$ cat src/rtl/fnd_pkg.sv
// -----------------------------------------------------------------------------
// fnd_pkg
// Shared definitions for the multiplexed 7-segment (FND) driver:
//   - FONT_0..FONT_9 : segment patterns, bits [7:1] = a..g, bit 0 = dp, 1 = lit
//   - SEG_OFF        : all segments dark
//   - seg_font()     : nibble -> font byte (non-decimal nibbles are dark)
//   - bcd_add3()     : the shift-and-add-3 nibble correction
//   - pow10()        : constant helper for the elaboration range check
// -----------------------------------------------------------------------------
package fnd_pkg;

  typedef logic [3:0] nibble_t;

  localparam logic [7:0] FONT_0  = 8'hFC;
  localparam logic [7:0] FONT_1  = 8'h60;
  localparam logic [7:0] FONT_2  = 8'hDA;
  localparam logic [7:0] FONT_3  = 8'hF2;
  localparam logic [7:0] FONT_4  = 8'h66;
  localparam logic [7:0] FONT_5  = 8'hB6;
  localparam logic [7:0] FONT_6  = 8'hBE;
  localparam logic [7:0] FONT_7  = 8'hE0;
  localparam logic [7:0] FONT_8  = 8'hFE;
  localparam logic [7:0] FONT_9  = 8'hE6;
  localparam logic [7:0] SEG_OFF = 8'h00;

  // Font lookup; codes 10..15 never come out of the converter and stay dark.
  function automatic logic [7:0] seg_font(input nibble_t nibble);
    logic [7:0] f;
    case (nibble)
      4'd0:    f = FONT_0;
      4'd1:    f = FONT_1;
      4'd2:    f = FONT_2;
      4'd3:    f = FONT_3;
      4'd4:    f = FONT_4;
      4'd5:    f = FONT_5;
      4'd6:    f = FONT_6;
      4'd7:    f = FONT_7;
      4'd8:    f = FONT_8;
      4'd9:    f = FONT_9;
      default: f = SEG_OFF;
    endcase
    return f;
  endfunction

  // Nibbles >= 5 would carry into the next decade after the doubling shift,
  // so they are pre-corrected by +3. Input is at most 9, result at most 12.
  function automatic nibble_t bcd_add3(input nibble_t nibble);
    nibble_t r;
    if (nibble >= 4'd5) begin
      r = nibble + 4'd3;
    end else begin
      r = nibble;
    end
    return r;
  endfunction

  // 10^n as a 64-bit constant, used only at elaboration.
  function automatic longint unsigned pow10(input int n);
    longint unsigned p;
    p = 64'd1;
    for (int k = 0; k < n; k++) begin
      p = p * 64'd10;
    end
    return p;
  endfunction

endpackage

$ cat src/rtl/bin_to_bcd_seq.sv
// -----------------------------------------------------------------------------
// bin_to_bcd_seq
// Sequential binary-to-BCD converter (shift-and-add-3, one bit per clock).
// A value accepted on edge k is converted on edges k+1..k+BIN_W; the last
// iteration also commits the result, so a new value can be accepted in the
// done cycle and conversions run back-to-back every BIN_W+1 cycles.
//
// Ports:
//   clk        in   system clock, rising edge
//   reset_p    in   asynchronous active-high reset (aborts a conversion)
//   bin_value  in   [BIN_W-1:0] binary value, sampled on acceptance
//   valid      in   load strobe, honoured only while busy=0
//   busy       out  conversion in progress
//   done       out  one-cycle pulse on the commit edge
//   bcd_out    out  [DIGITS*4-1:0] committed BCD result, digit 0 in [3:0]
// -----------------------------------------------------------------------------
module bin_to_bcd_seq
  import fnd_pkg::*;
#(
  parameter int DIGITS = 4,
  parameter int BIN_W  = 12
) (
  input  logic                  clk,
  input  logic                  reset_p,
  input  logic [BIN_W-1:0]      bin_value,
  input  logic                  valid,
  output logic                  busy,
  output logic                  done,
  output logic [DIGITS*4-1:0]   bcd_out
);

  localparam int BCD_W = DIGITS * 4;
  localparam int CNT_W = (BIN_W > 1) ? $clog2(BIN_W) : 1;
  localparam logic [CNT_W-1:0] CNT_LAST = CNT_W'(BIN_W - 1);
  localparam longint unsigned BIN_MAX = (64'd1 << BIN_W) - 64'd1;

  if (BIN_W < 2) begin : g_bad_bin_w
    $error("bin_to_bcd_seq: BIN_W must be at least 2");
  end
  if (BIN_MAX > pow10(DIGITS) - 64'd1) begin : g_bad_range
    $error("bin_to_bcd_seq: 2^BIN_W-1 does not fit in DIGITS decimal digits");
  end

  logic [BIN_W-1:0]       shift_r;
  logic [BCD_W-1:0]       work_r;
  logic [CNT_W-1:0]       cnt_r;
  logic                   busy_r;
  logic                   done_r;
  logic [BCD_W-1:0]       bcd_r;

  logic [BCD_W-1:0]       adj_s;
  logic [BCD_W+BIN_W-1:0] shifted_s;
  logic [BCD_W-1:0]       work_next_s;
  logic [BIN_W-1:0]       shift_next_s;

  // One iteration: correct every pre-shift nibble, then shift {bcd, bin} left.
  always_comb begin
    adj_s = work_r;
    for (int i = 0; i < DIGITS; i++) begin
      adj_s[4*i +: 4] = bcd_add3(work_r[4*i +: 4]);
    end
    shifted_s = {adj_s, shift_r} << 1;
  end

  assign work_next_s  = shifted_s[BCD_W+BIN_W-1:BIN_W];
  assign shift_next_s = shifted_s[BIN_W-1:0];

  // Acceptance, iteration counting and commit of the finished result.
  always_ff @(posedge clk or posedge reset_p) begin
    if (reset_p) begin
      shift_r <= '0;
      work_r  <= '0;
      cnt_r   <= '0;
      busy_r  <= 1'b0;
      done_r  <= 1'b0;
      bcd_r   <= '0;
    end else begin
      done_r <= 1'b0;
      if (busy_r) begin
        work_r  <= work_next_s;
        shift_r <= shift_next_s;
        if (cnt_r == CNT_LAST) begin
          // Last iteration: commit the freshly shifted value on this edge.
          cnt_r  <= '0;
          busy_r <= 1'b0;
          done_r <= 1'b1;
          bcd_r  <= work_next_s;
        end else begin
          cnt_r <= cnt_r + 1'b1;
        end
      end else if (valid) begin
        shift_r <= bin_value;
        work_r  <= '0;
        cnt_r   <= '0;
        busy_r  <= 1'b1;
      end else begin
        cnt_r <= '0;
      end
    end
  end

  assign busy    = busy_r;
  assign done    = done_r;
  assign bcd_out = bcd_r;

endmodule

$ cat src/rtl/fnd_scan_driver.sv
// -----------------------------------------------------------------------------
// fnd_scan_driver
// Multiplexed 7-segment display driver. A binary value is converted to BCD by
// bin_to_bcd_seq; the committed BCD register is then scanned one digit per
// SCAN_DIV clocks onto a shared segment bus with one-hot digit enables.
//
// Ports:
//   clk        in   system clock, rising edge
//   reset_p    in   asynchronous active-high reset
//   bin_value  in   [BIN_W-1:0] value to display
//   valid      in   load strobe, honoured only while busy=0
//   dp         in   [DIGITS-1:0] decimal point per digit, bit 0 = rightmost
//   blank_lz   in   leading-zero blanking enable
//   busy       out  conversion in progress
//   done       out  one-cycle pulse when a new result is committed
//   bcd_out    out  [DIGITS*4-1:0] committed BCD value, digit 0 in [3:0]
//   seg_7      out  [7:0] segments a..g in [7:1], dp in [0], output polarity
//   com        out  [DIGITS-1:0] digit enables, one-hot at output polarity
// -----------------------------------------------------------------------------
module fnd_scan_driver
  import fnd_pkg::*;
#(
  parameter int DIGITS         = 4,
  parameter int BIN_W          = 12,
  parameter int SCAN_DIV       = 100000,
  parameter int COM_ACTIVE_LOW = 1,
  parameter int SEG_ACTIVE_LOW = 0
) (
  input  logic                  clk,
  input  logic                  reset_p,
  input  logic [BIN_W-1:0]      bin_value,
  input  logic                  valid,
  input  logic [DIGITS-1:0]     dp,
  input  logic                  blank_lz,
  output logic                  busy,
  output logic                  done,
  output logic [DIGITS*4-1:0]   bcd_out,
  output logic [7:0]            seg_7,
  output logic [DIGITS-1:0]     com
);

  localparam int PRE_W = (SCAN_DIV > 1) ? $clog2(SCAN_DIV) : 1;
  localparam int IDX_W = (DIGITS > 1) ? $clog2(DIGITS) : 1;
  localparam logic [PRE_W-1:0]  PRE_LAST = PRE_W'(SCAN_DIV - 1);
  localparam logic [IDX_W-1:0]  IDX_LAST = IDX_W'(DIGITS - 1);
  localparam logic [DIGITS-1:0] COM_IDLE = (COM_ACTIVE_LOW != 0) ? {DIGITS{1'b1}} : {DIGITS{1'b0}};
  localparam logic [7:0]        SEG_IDLE = (SEG_ACTIVE_LOW != 0) ? 8'hFF : 8'h00;

  if (SCAN_DIV < 2) begin : g_bad_scan_div
    $error("fnd_scan_driver: SCAN_DIV must be at least 2");
  end
  if (DIGITS < 1) begin : g_bad_digits
    $error("fnd_scan_driver: DIGITS must be at least 1");
  end

  logic [PRE_W-1:0]  presc_r;
  logic [IDX_W-1:0]  idx_r;     // digit that will be driven at the next wrap
  logic [7:0]        seg_r;
  logic [DIGITS-1:0] com_r;

  logic [DIGITS-1:0] blank_s;
  logic              zero_run_s;
  logic [3:0]        nib_s;
  logic              dp_bit_s;
  logic              blank_bit_s;
  logic [DIGITS-1:0] onehot_s;
  logic [7:0]        font_s;
  logic [7:0]        lit_s;

  bin_to_bcd_seq #(
    .DIGITS (DIGITS),
    .BIN_W  (BIN_W)
  ) u_conv (
    .clk       (clk),
    .reset_p   (reset_p),
    .bin_value (bin_value),
    .valid     (valid),
    .busy      (busy),
    .done      (done),
    .bcd_out   (bcd_out)
  );

  // Leading-zero mask: walk down from the top digit while every digit seen is 0.
  // Digit 0 is never part of the mask.
  always_comb begin
    blank_s    = '0;
    zero_run_s = 1'b1;
    for (int i = DIGITS - 1; i >= 1; i--) begin
      zero_run_s = zero_run_s & (bcd_out[4*i +: 4] == 4'd0);
      blank_s[i] = blank_lz & zero_run_s;
    end
  end

  // Select the indexed digit and build its active-high segment byte.
  always_comb begin
    nib_s       = 4'd0;
    dp_bit_s    = 1'b0;
    blank_bit_s = 1'b0;
    onehot_s    = '0;
    for (int i = 0; i < DIGITS; i++) begin
      if (idx_r == IDX_W'(i)) begin
        nib_s       = bcd_out[4*i +: 4];
        dp_bit_s    = dp[i];
        blank_bit_s = blank_s[i];
        onehot_s[i] = 1'b1;
      end else begin
        onehot_s[i] = 1'b0;
      end
    end
    // A blanked digit is dark but keeps its decimal point.
    if (blank_bit_s) begin
      font_s = SEG_OFF;
    end else begin
      font_s = seg_font(nib_s);
    end
    lit_s = {font_s[7:1], dp_bit_s};
  end

  // Prescaler, digit index and output registers; seg_7 and com move together
  // on the wrap edge so the bus never shows a mixed or empty slot.
  always_ff @(posedge clk or posedge reset_p) begin
    if (reset_p) begin
      presc_r <= '0;
      idx_r   <= '0;
      seg_r   <= SEG_IDLE;
      com_r   <= COM_IDLE;
    end else if (presc_r == PRE_LAST) begin
      presc_r <= '0;
      if (idx_r == IDX_LAST) begin
        idx_r <= '0;
      end else begin
        idx_r <= idx_r + 1'b1;
      end
      seg_r <= (SEG_ACTIVE_LOW != 0) ? ~lit_s : lit_s;
      com_r <= (COM_ACTIVE_LOW != 0) ? ~onehot_s : onehot_s;
    end else begin
      presc_r <= presc_r + 1'b1;
    end
  end

  assign seg_7 = seg_r;
  assign com   = com_r;

endmodule

$ cat config.mk
export PLATFORM = sky130hd
export DESIGN_NAME = fnd_scan_driver
export DESIGN_NICKNAME = d
export VERILOG_FILES = /design/src/rtl/fnd_pkg.sv /design/src/rtl/bin_to_bcd_seq.sv /design/src/rtl/fnd_scan_driver.sv
export SDC_FILE = /design/constraint.sdc
export NUM_CORES = 1
export LEC_CHECK = 0
export CORE_ASPECT_RATIO = 1.1
export CORE_MARGIN = 4
export CORE_UTILIZATION = 50
export DETAILED_ROUTE_END_ITERATION = 16
export PLACE_DENSITY = 0.7
export SLEW_MARGIN = 20
export SYNTH_ARGS = -nofsm -noshare
export SYNTH_HDL_FRONTEND = slang
export SYNTH_HIERARCHICAL = 1
export SYNTH_SLANG_ARGS = --single-unit
$ cat constraint.sdc
create_clock -name clk -period 2.4 [get_ports clk]
set_input_delay 0.48 -clock clk [delete_from_list [all_inputs] [get_ports clk]]
set_output_delay 0.48 -clock clk [all_outputs]
set_load 0.02 [all_outputs]
==> Implementation_results.wiki, run 1 <==
{| class="wikitable"
! Metric !! Value
|-
| Number of iterations in the first detailed-routing pass || 5
|-
| Most common cell after layout, fill and taps aside || sky130_fd_sc_hd__dfrtp_1
|-
| Worst Reg2Reg Path Length in Cells || 10
|-
| Net count of the mapped netlist || 453
|-
| Final standard cell area without fillers || 4970 sq um
|-
| Wire length of the first global-routing pass || 15200 microns
|-
| TritonCTS clock tree || done
|-
| Area of the die || 9830 sq um
|-
| Crit path required time || 2.68 ns
|-
| Actual transition at the worst max-transition pin || 0.642 ns
|-
| Count of routing violations after the opening detailed-route iteration || 79
|-
| Async SR Flop Fraction || 1.00
|-
| Netlist area before placement || 4150 sq um
|-
| Clock transition at the register clock pins on the worst setup and hold paths after CTS || 0.09 ns
|-
| FF-to-FF End || seg_7[2]$_DFFE_PP0N_
|-
| Maximum operating frequency || 448 MHz
|-
| Sequential cell area fraction in the yosys report || 0.489
|-
| Wire length per cell || 14.8 microns
|-
| Worst-path fanout max || 4
|-
| Flop and latch count out of synthesis || 81
|-
| Wire length after detailed routing || 8590 microns
|-
| Hold Buf Count CTS || 0
|-
| Maximum ir drop on the vdd rail || 0.524 mV
|-
| Final setup vio count || 0
|-
| Timing endpoint of the critical path || seg_7[2]$_DFFE_PP0N_
|-
| Max-capacitance violation count || 0
|-
| DP HPWL || 6370 microns
|-
| Total of buffers placed on input and output ports || 49
|-
| Pin count of the biggest net entering global routing || 51
|-
| GPL Wtd Cong || 0.809
|-
| Synth-to-Final Area Change || 19.7%
|-
| EDFF count, synth || 0
|-
| Final hold vios || 0
|-
| Final Skew || 0.0126 ns
|-
| Minimum clock period after layout || 2.23 ns
|-
| Clock latency of the later-clocked register in the worst-skew pair || 0.36 ns
|-
| Number of global-route vias before repair || 3191
|-
| Remaining DRCs || 0
|-
| Cell area after placement || 4760 sq um
|-
| Pins Over Slew Limit || 0
|-
| All-Layer GR Usage || 0.192
|-
| Placeable Area || 8000 sq um
|-
| Standard-cell rows || 34
|-
| Htree depth || 3
|-
| Slack of the worst reg-to-reg path || 0.17 ns
|-
| Most frequent cells in the layout || 77 x sky130_fd_sc_hd__dfrtp_1, 59 x sky130_fd_sc_hd__nand2_1, 49 x sky130_fd_sc_hd__clkdlybuf4s50_1
|-
| Clk buf depth || 2
|-
| Remaining max-slew budget at the tightest pin || 0.572
|-
| Vertical die dimension || 104 microns
|-
| Routed Antenna Nets || 0
|-
| Final period utilization || 0.931
|-
| Critical register-to-register path startpoint || idx_r[0]$_DFFE_PP0N_
|-
| Synthesized area per cell || 10.0 sq um
|-
| Largest cells by area after synthesis || sky130_fd_sc_hd__dfrtp_1 46%, sky130_fd_sc_hd__ha_1 5.7%, sky130_fd_sc_hd__nand2_1 5.3%
|-
| Leak || 2.22 nW
|-
| Detailed-route vias per instance || 5.38
|-
| Synth Flop Type || sky130_fd_sc_hd__dfrtp_1
|-
| Total number of nets in the final design || 508
|-
| Critical path endpoint category || flip-flop
|-
| Starting utilization of the core area || 0.519
|-
| Number of sinks on the clock net || 81
|-
| Number of antenna violations at the first check in global routing || 0
|-
| Final worst hold slack || 0.453 ns
|-
| Inserted Clock Buffers || 9
|-
| Largest area contributor in the netlist || sky130_fd_sc_hd__dfrtp_1
|-
| Total power || 4.96 mW
|-
| Layout cells sized above 1 || 0.120
|-
| P per Cell Area || 998 nW/um^2
|-
| X dimension of the die || 94.9 microns
|-
| Count of cell types in the netlist || 59
|-
| Gr ovfl total || 0
|-
| Vias post-DR || 3132
|-
| Arrival time at the worst endpoint || 2.51 ns
|-
| Startpoint of the worst setup timing path || idx_r[0]$_DFFE_PP0N_
|-
| Yosys synthesis warning count || 6
|-
| Status || completed
|-
| Antenna fix cells || 0
|-
| WS Path Type || reg2reg
|-
| Count of mapped cells out of synthesis || 414
|-
| I/O pin count || 50
|-
| Post-synth top area share || 0.464
|-
| Crit start category || flip-flop
|-
| Hold/Removal Path Class || reg2reg
|-
| Clock Tree Root || sky130_fd_sc_hd__clkbuf_8
|}
report_power, final:
group          internal [mW]  leakage, nW  switching, mW
Clock                  0.409       0.0995          0.561
Sequential              1.71         1.01          0.387
Combinational          0.906         1.11          0.991
stage by stage:
stage,cells,setup slack (ns),TNS (ns),utilization
2_1_floorplan,414,0.274,0,-
3_3_place_gp,565,0.205,0,0.595
4_1_cts,581,0.0616,0,0.619
6_report,582,0.166,0,0.622
3_5_place_dp,565,0.107,0,0.595
5_1_grt,582,-0.0157,-0.0157,0.622
cell type report:
type                       count  area (sq um)
fill                         688          3030
sequential                    81          2030
multi-input combinational    297          1960
timing repair buffer          62           588
tap                          108           135
clock buffer                   9           124
inverter                      18          67.6
clock inverter                 7          66.3
cell families (layout without fill, tap and decap cells):
logic type                 count (synthesis)  after routing  synth area share
muxes                                     20             20            0.0515
buffers and inverters                     36             96            0.0422
xor gates and xnor gates                  17             17            0.0359
AOI/OAI and AO/OA                         95             95             0.147
DFF                                       81             81             0.489
and+or+nand+nor                          146            146             0.177
adders and majority gates                 19             19            0.0573
flip-flops by register name, summed over array words and instances (netlist names):
| register | count |
|---|---|
| com | 4 |
| presc_r | 17 |
| u_conv/done | 1 |
| seg_7 | 8 |
| u_conv/cnt_r | 4 |
| u_conv/work_r | 16 |
| idx_r | 2 |
| u_conv/busy | 1 |
| u_conv/bcd_out | 16 |
| u_conv/shift_r | 12 |
how the worst min path moves through the flow:
stage | to | cells after the start | from | slack, ns
2_1_floorplan | u_conv/cnt_r[0]$_DFF_PP0_ | 1 | u_conv/cnt_r[0]$_DFF_PP0_ | 0.42
3_3_place_gp | u_conv/cnt_r[0]$_DFF_PP0_ | 1 | u_conv/cnt_r[0]$_DFF_PP0_ | 0.44
3_5_place_dp | u_conv/cnt_r[0]$_DFF_PP0_ | 1 | u_conv/cnt_r[0]$_DFF_PP0_ | 0.45
4_1_cts | u_conv/cnt_r[0]$_DFF_PP0_ | 1 | u_conv/cnt_r[0]$_DFF_PP0_ | 0.46
5_1_grt | com[2]$_DFFE_PP1N_ | 2 | com[2]$_DFFE_PP1N_ | 0.49
6_report | u_conv/cnt_r[0]$_DFF_PP0_ | 1 | u_conv/cnt_r[0]$_DFF_PP0_ | 0.45
Yosys cell counts (2+ instances only):
| library cell | instances |
|---|---|
| sky130_fd_sc_hd__dfrtp_1 | 77 |
| sky130_fd_sc_hd__nand2_1 | 59 |
| sky130_fd_sc_hd__o21ai_0 | 37 |
| sky130_fd_sc_hd__nor2_1 | 23 |
| sky130_fd_sc_hd__ha_1 | 19 |
| sky130_fd_sc_hd__inv_1 | 17 |
| sky130_fd_sc_hd__mux2i_1 | 15 |
| sky130_fd_sc_hd__a21oi_1 | 14 |
| sky130_fd_sc_hd__o22ai_1 | 12 |
| sky130_fd_sc_hd__buf_2 | 11 |
| sky130_fd_sc_hd__nand3_1 | 11 |
| sky130_fd_sc_hd__xnor2_1 | 10 |
| sky130_fd_sc_hd__nor3_1 | 9 |
| sky130_fd_sc_hd__nor3b_1 | 9 |
| sky130_fd_sc_hd__o21ai_1 | 9 |
| sky130_fd_sc_hd__xor2_1 | 7 |
| sky130_fd_sc_hd__a211oi_1 | 4 |
| sky130_fd_sc_hd__dfstp_2 | 4 |
| sky130_fd_sc_hd__nor2b_1 | 4 |
| sky130_fd_sc_hd__nor4_1 | 4 |
| sky130_fd_sc_hd__a22o_1 | 3 |
| sky130_fd_sc_hd__and3_1 | 3 |
| sky130_fd_sc_hd__buf_6 | 3 |
| sky130_fd_sc_hd__clkbuf_1 | 3 |
| sky130_fd_sc_hd__mux2_2 | 3 |
| sky130_fd_sc_hd__nand2b_1 | 3 |
| sky130_fd_sc_hd__nand4_1 | 3 |
| sky130_fd_sc_hd__a21o_1 | 2 |
| sky130_fd_sc_hd__a221oi_1 | 2 |
| sky130_fd_sc_hd__and2_1 | 2 |
| sky130_fd_sc_hd__mux2_4 | 2 |
| sky130_fd_sc_hd__o31ai_1 | 2 |
| sky130_fd_sc_hd__or2_1 | 2 |
layer usage:
| metal | track usage | share of wire |
|---|---|---|
| met1 | 0.240 | 0.44 |
| met3 | 0.0363 | 0.032 |
| met2 | 0.329 | 0.52 |
| met5 | 0 | 0 |
| met4 | 0.0629 | 0.014 |
worst max-delay path, stage by stage, from the launching register on:
cell,delay (ns)
sky130_fd_sc_hd__dfrtp_1,0.42
sky130_fd_sc_hd__inv_1,0.13
sky130_fd_sc_hd__ha_1,0.21
sky130_fd_sc_hd__or2b_1,0.28
sky130_fd_sc_hd__o22ai_1,0.21
sky130_fd_sc_hd__or2_4,0.19
sky130_fd_sc_hd__inv_1,0.06
sky130_fd_sc_hd__ha_1,0.18
sky130_fd_sc_hd__nor2_1,0.16
sky130_fd_sc_hd__nor4b_1,0.08
sky130_fd_sc_hd__a211oi_1,0.22
timing repair:
action                     4_1_cts  5_1_grt
resized for setup                0        4
setup endpoints to repair        0        6
buffers inserted                 0        1
No activity file was read; power rests on OpenSTA's default activity.
==> run 2: changes to the inputs <==
--- a/config.mk
+++ b/config.mk
@@ -5,7 +5,7 @@
 export SDC_FILE = /design/constraint.sdc
 export NUM_CORES = 1
 export LEC_CHECK = 0
-export CORE_ASPECT_RATIO = 1.1
+export CORE_ASPECT_RATIO = 2
 export CORE_MARGIN = 4
 export CORE_UTILIZATION = 50
 export DETAILED_ROUTE_END_ITERATION = 16
==> Implementation_results.wiki, run 2 (same netlist as run 1, synthesis figures left out) <==
{| class="wikitable"
! Metric !! Value
|-
| Htree depth || 3
|-
| Met3 Track Usage GR || 0.0507
|-
| Leak || 2.29 nW
|-
| Routed Antenna Nets || 0
|-
| Net switching power of the design || 1.95 mW
|-
| WS Path Type || reg2reg
|-
| Crit path max-delay family || compound AO/OA/AOI/OAI gates
|-
| Number of cells after detailed placement || 554
|-
| Total number of nets in the final design || 508
|-
| Remaining DRCs || 0
|-
| Hold/Removal Path Class || reg2reg
|-
| Number of iterations in the first detailed-routing pass || 5
|-
| Postcts setup bufs || 0
|-
| Number of global-route vias before repair || 3264
|-
| Placeable Area || 8000 sq um
|-
| Global routing usage on met1 || 0.204
|-
| Total of buffers placed on input and output ports || 49
|-
| Standard-cell rows || 46
|-
| Part of the total power dissipated in sequential elements || 0.375
|-
| Remaining max-slew budget at the tightest pin || 0.549
|-
| P per Cell Area || 1100 nW/um^2
|-
| Maximum operating frequency || 448 MHz
|-
| GRT Max-Usage Layer || met2
|-
| Setup repair after global routing missed its margin || false
|-
| Logic pwr share || 0.346
|-
| Antenna fix cells || 0
|-
| Wire length per cell || 16.1 microns
|-
| Vias post-DR || 3204
|-
| Critical Path Max Stage Delay || 0.38 ns
|-
| Hold Buf Count CTS || 0
|-
| X dimension of the die || 72.4 microns
|-
| Minimum clock period after layout || 2.23 ns
|-
| Area of the die || 9910 sq um
|-
| DP HPWL || 6840 microns
|-
| Pins Over Slew Limit || 0
|-
| Wire length after detailed routing || 9180 microns
|-
| Detailed-route vias per instance || 5.62
|-
| Final period utilization || 0.930
|-
| Clock share of power || 0.279
|-
| Most common cell after layout, fill and taps aside || sky130_fd_sc_hd__dfrtp_1
|-
| Layout cells sized above 1 || 0.120
|-
| Sw Ratio || 0.346
|-
| GPL Wtd Cong || 0.842
|-
| Gr ovfl total || 0
|-
| Wire length of the first global-routing pass || 15200 microns
|-
| Pin count of the biggest net entering global routing || 51
|-
| Flip-flop count of the largest register, all copies and words added || 17
|-
| All-Layer GR Usage || 0.201
|-
| Clock transition at the register clock pins on the worst setup and hold paths after CTS || 0.06 ns
|-
| Total internal power || 3.68 mW
|-
| Synth-to-Final Area Change || 23.6%
|-
| Met2 routing resource usage after global routing || 0.362
|-
| Final setup vio count || 0
|-
| Number of sinks on the clock net || 81
|-
| Actual transition at the worst max-transition pin || 0.676 ns
|-
| Most frequent cells in the layout || 77 x sky130_fd_sc_hd__dfrtp_1, 59 x sky130_fd_sc_hd__nand2_1, 49 x sky130_fd_sc_hd__clkdlybuf4s50_1
|-
| Maximum ir drop on the vdd rail || 0.937 mV
|-
| Clock Tree Root || sky130_fd_sc_hd__clkbuf_16
|-
| Arrival time at the worst endpoint || 2.45 ns
|-
| Sum of buffers and inverters on the critical path || 2
|-
| Worst-path fanout max || 4
|-
| Post-route setup TNS || 0 ns
|-
| Final Skew || 0.00607 ns
|-
| Vertical die dimension || 137 microns
|-
| Max-capacitance violation count || 0
|-
| Reg with most FFs || presc_r
|-
| Count of routing violations after the opening detailed-route iteration || 199
|-
| Final hold vios || 0
|-
| Critical Path Slowest Stage Cell || sky130_fd_sc_hd__dfrtp_1
|-
| Inserted Clock Buffers || 9
|-
| I/O pin count || 50
|-
| TritonCTS clock tree || done
|-
| Crit path required time || 2.62 ns
|-
| Crit start category || flip-flop
|-
| Clk buf depth || 2
|-
| Clock latency of the later-clocked register in the worst-skew pair || 0.33 ns
|-
| Chain of cells forming the critical path || inv_1, ha_1, or2_4, a221oi_2, nor2_2, inv_1, ha_1, o21ai_0, o211a_1, o221a_1
|-
| Number of antenna violations at the first check in global routing || 0
|-
| Number of standard cells in the final layout excluding fillers || 570
|-
| Starting utilization of the core area || 0.519
|-
| Status || completed
|-
| Critical path endpoint category || flip-flop
|}
## run 2: cell type report
cell class / count / area (sq um)
clock inverters: 4 / 98.8
flip-flops and latches: 81 / 2030
repair buffers: 62 / 601
well taps: 96 / 120
fillers: 687 / 2870
inverters: 18 / 67.6
clock buffers: 12 / 246
multi-input cells: 297 / 1970
## run 2: per-layer routing
metal | part of all wire | wire length (microns)
met5 | 0 | 0
met1 | 0.37 | 3360
met4 | 0.050 | 461
met2 | 0.54 | 4930
met3 | 0.047 | 431
## run 2: final timing paths
check / cells past startpoint / slack, ns / endpoint / from
setup / recovery: 10 / 0.17 / seg_7[4]$_DFFE_PP0N_ / idx_r[0]$_DFFE_PP0N_
hold / removal: 1 / 0.45 / u_conv/cnt_r[0]$_DFF_PP0_ / u_conv/cnt_r[0]$_DFF_PP0_
setup reg to reg: 10 / 0.17 / seg_7[4]$_DFFE_PP0N_ / idx_r[0]$_DFFE_PP0N_
hold reg to reg: 1 / 0.45 / u_conv/cnt_r[0]$_DFF_PP0_ / u_conv/cnt_r[0]$_DFF_PP0_
max in group asynchronous: 3 / 1.50 / com[1]$_DFFE_PP1N_ / reset_p
min in group asynchronous: 3 / 0.52 / u_conv/bcd_out[13]$_DFFE_PP0P_ / reset_p
## run 2: stage by stage
stage          instance area [sq um]  power [mW]  hold slack [ns]  setup slack [ns]   util
4_1_cts                         5110        5.68            0.454            0.0578  0.639
5_1_grt                         5130        6.00            0.487           0.00266  0.642
2_1_floorplan                   4150        3.40            0.424             0.274      -
6_report                        5130        5.63            0.451             0.168  0.642
3_3_place_gp                    4760        3.97            0.448             0.183  0.596
3_5_place_dp                    4760        4.06            0.449            0.0983  0.596
## run 2: power by group through the flow
stage / Sequential (mW) / Combinational, mW / Clock (mW)
final: 2.11 / 1.95 / 1.57
after global routing: 2.16 / 2.17 / 1.68
after CTS: 2.10 / 1.96 / 1.61
after detailed placement: 2.12 / 1.94 / 0
after global placement: 2.11 / 1.86 / 0
after floorplan: 2.13 / 1.27 / 0
## run 2: timing repair
item	CTS	global route
endpoints found under the hold margin	0	0
setup endpoints to repair	0	4
gates resized for setup	0	6
## run 2: worst reg2reg max path: stages, from the launching register on
cell and delay [ns]:
sky130_fd_sc_hd__dfrtp_1 0.38, sky130_fd_sc_hd__inv_1 0.10, sky130_fd_sc_hd__ha_1 0.25, sky130_fd_sc_hd__or2_4 0.29, sky130_fd_sc_hd__a221oi_2 0.23, sky130_fd_sc_hd__nor2_2 0.11, sky130_fd_sc_hd__inv_1 0.12, sky130_fd_sc_hd__ha_1 0.17
sky130_fd_sc_hd__o21ai_0 0.09, sky130_fd_sc_hd__o211a_1 0.14, sky130_fd_sc_hd__o221a_1 0.22
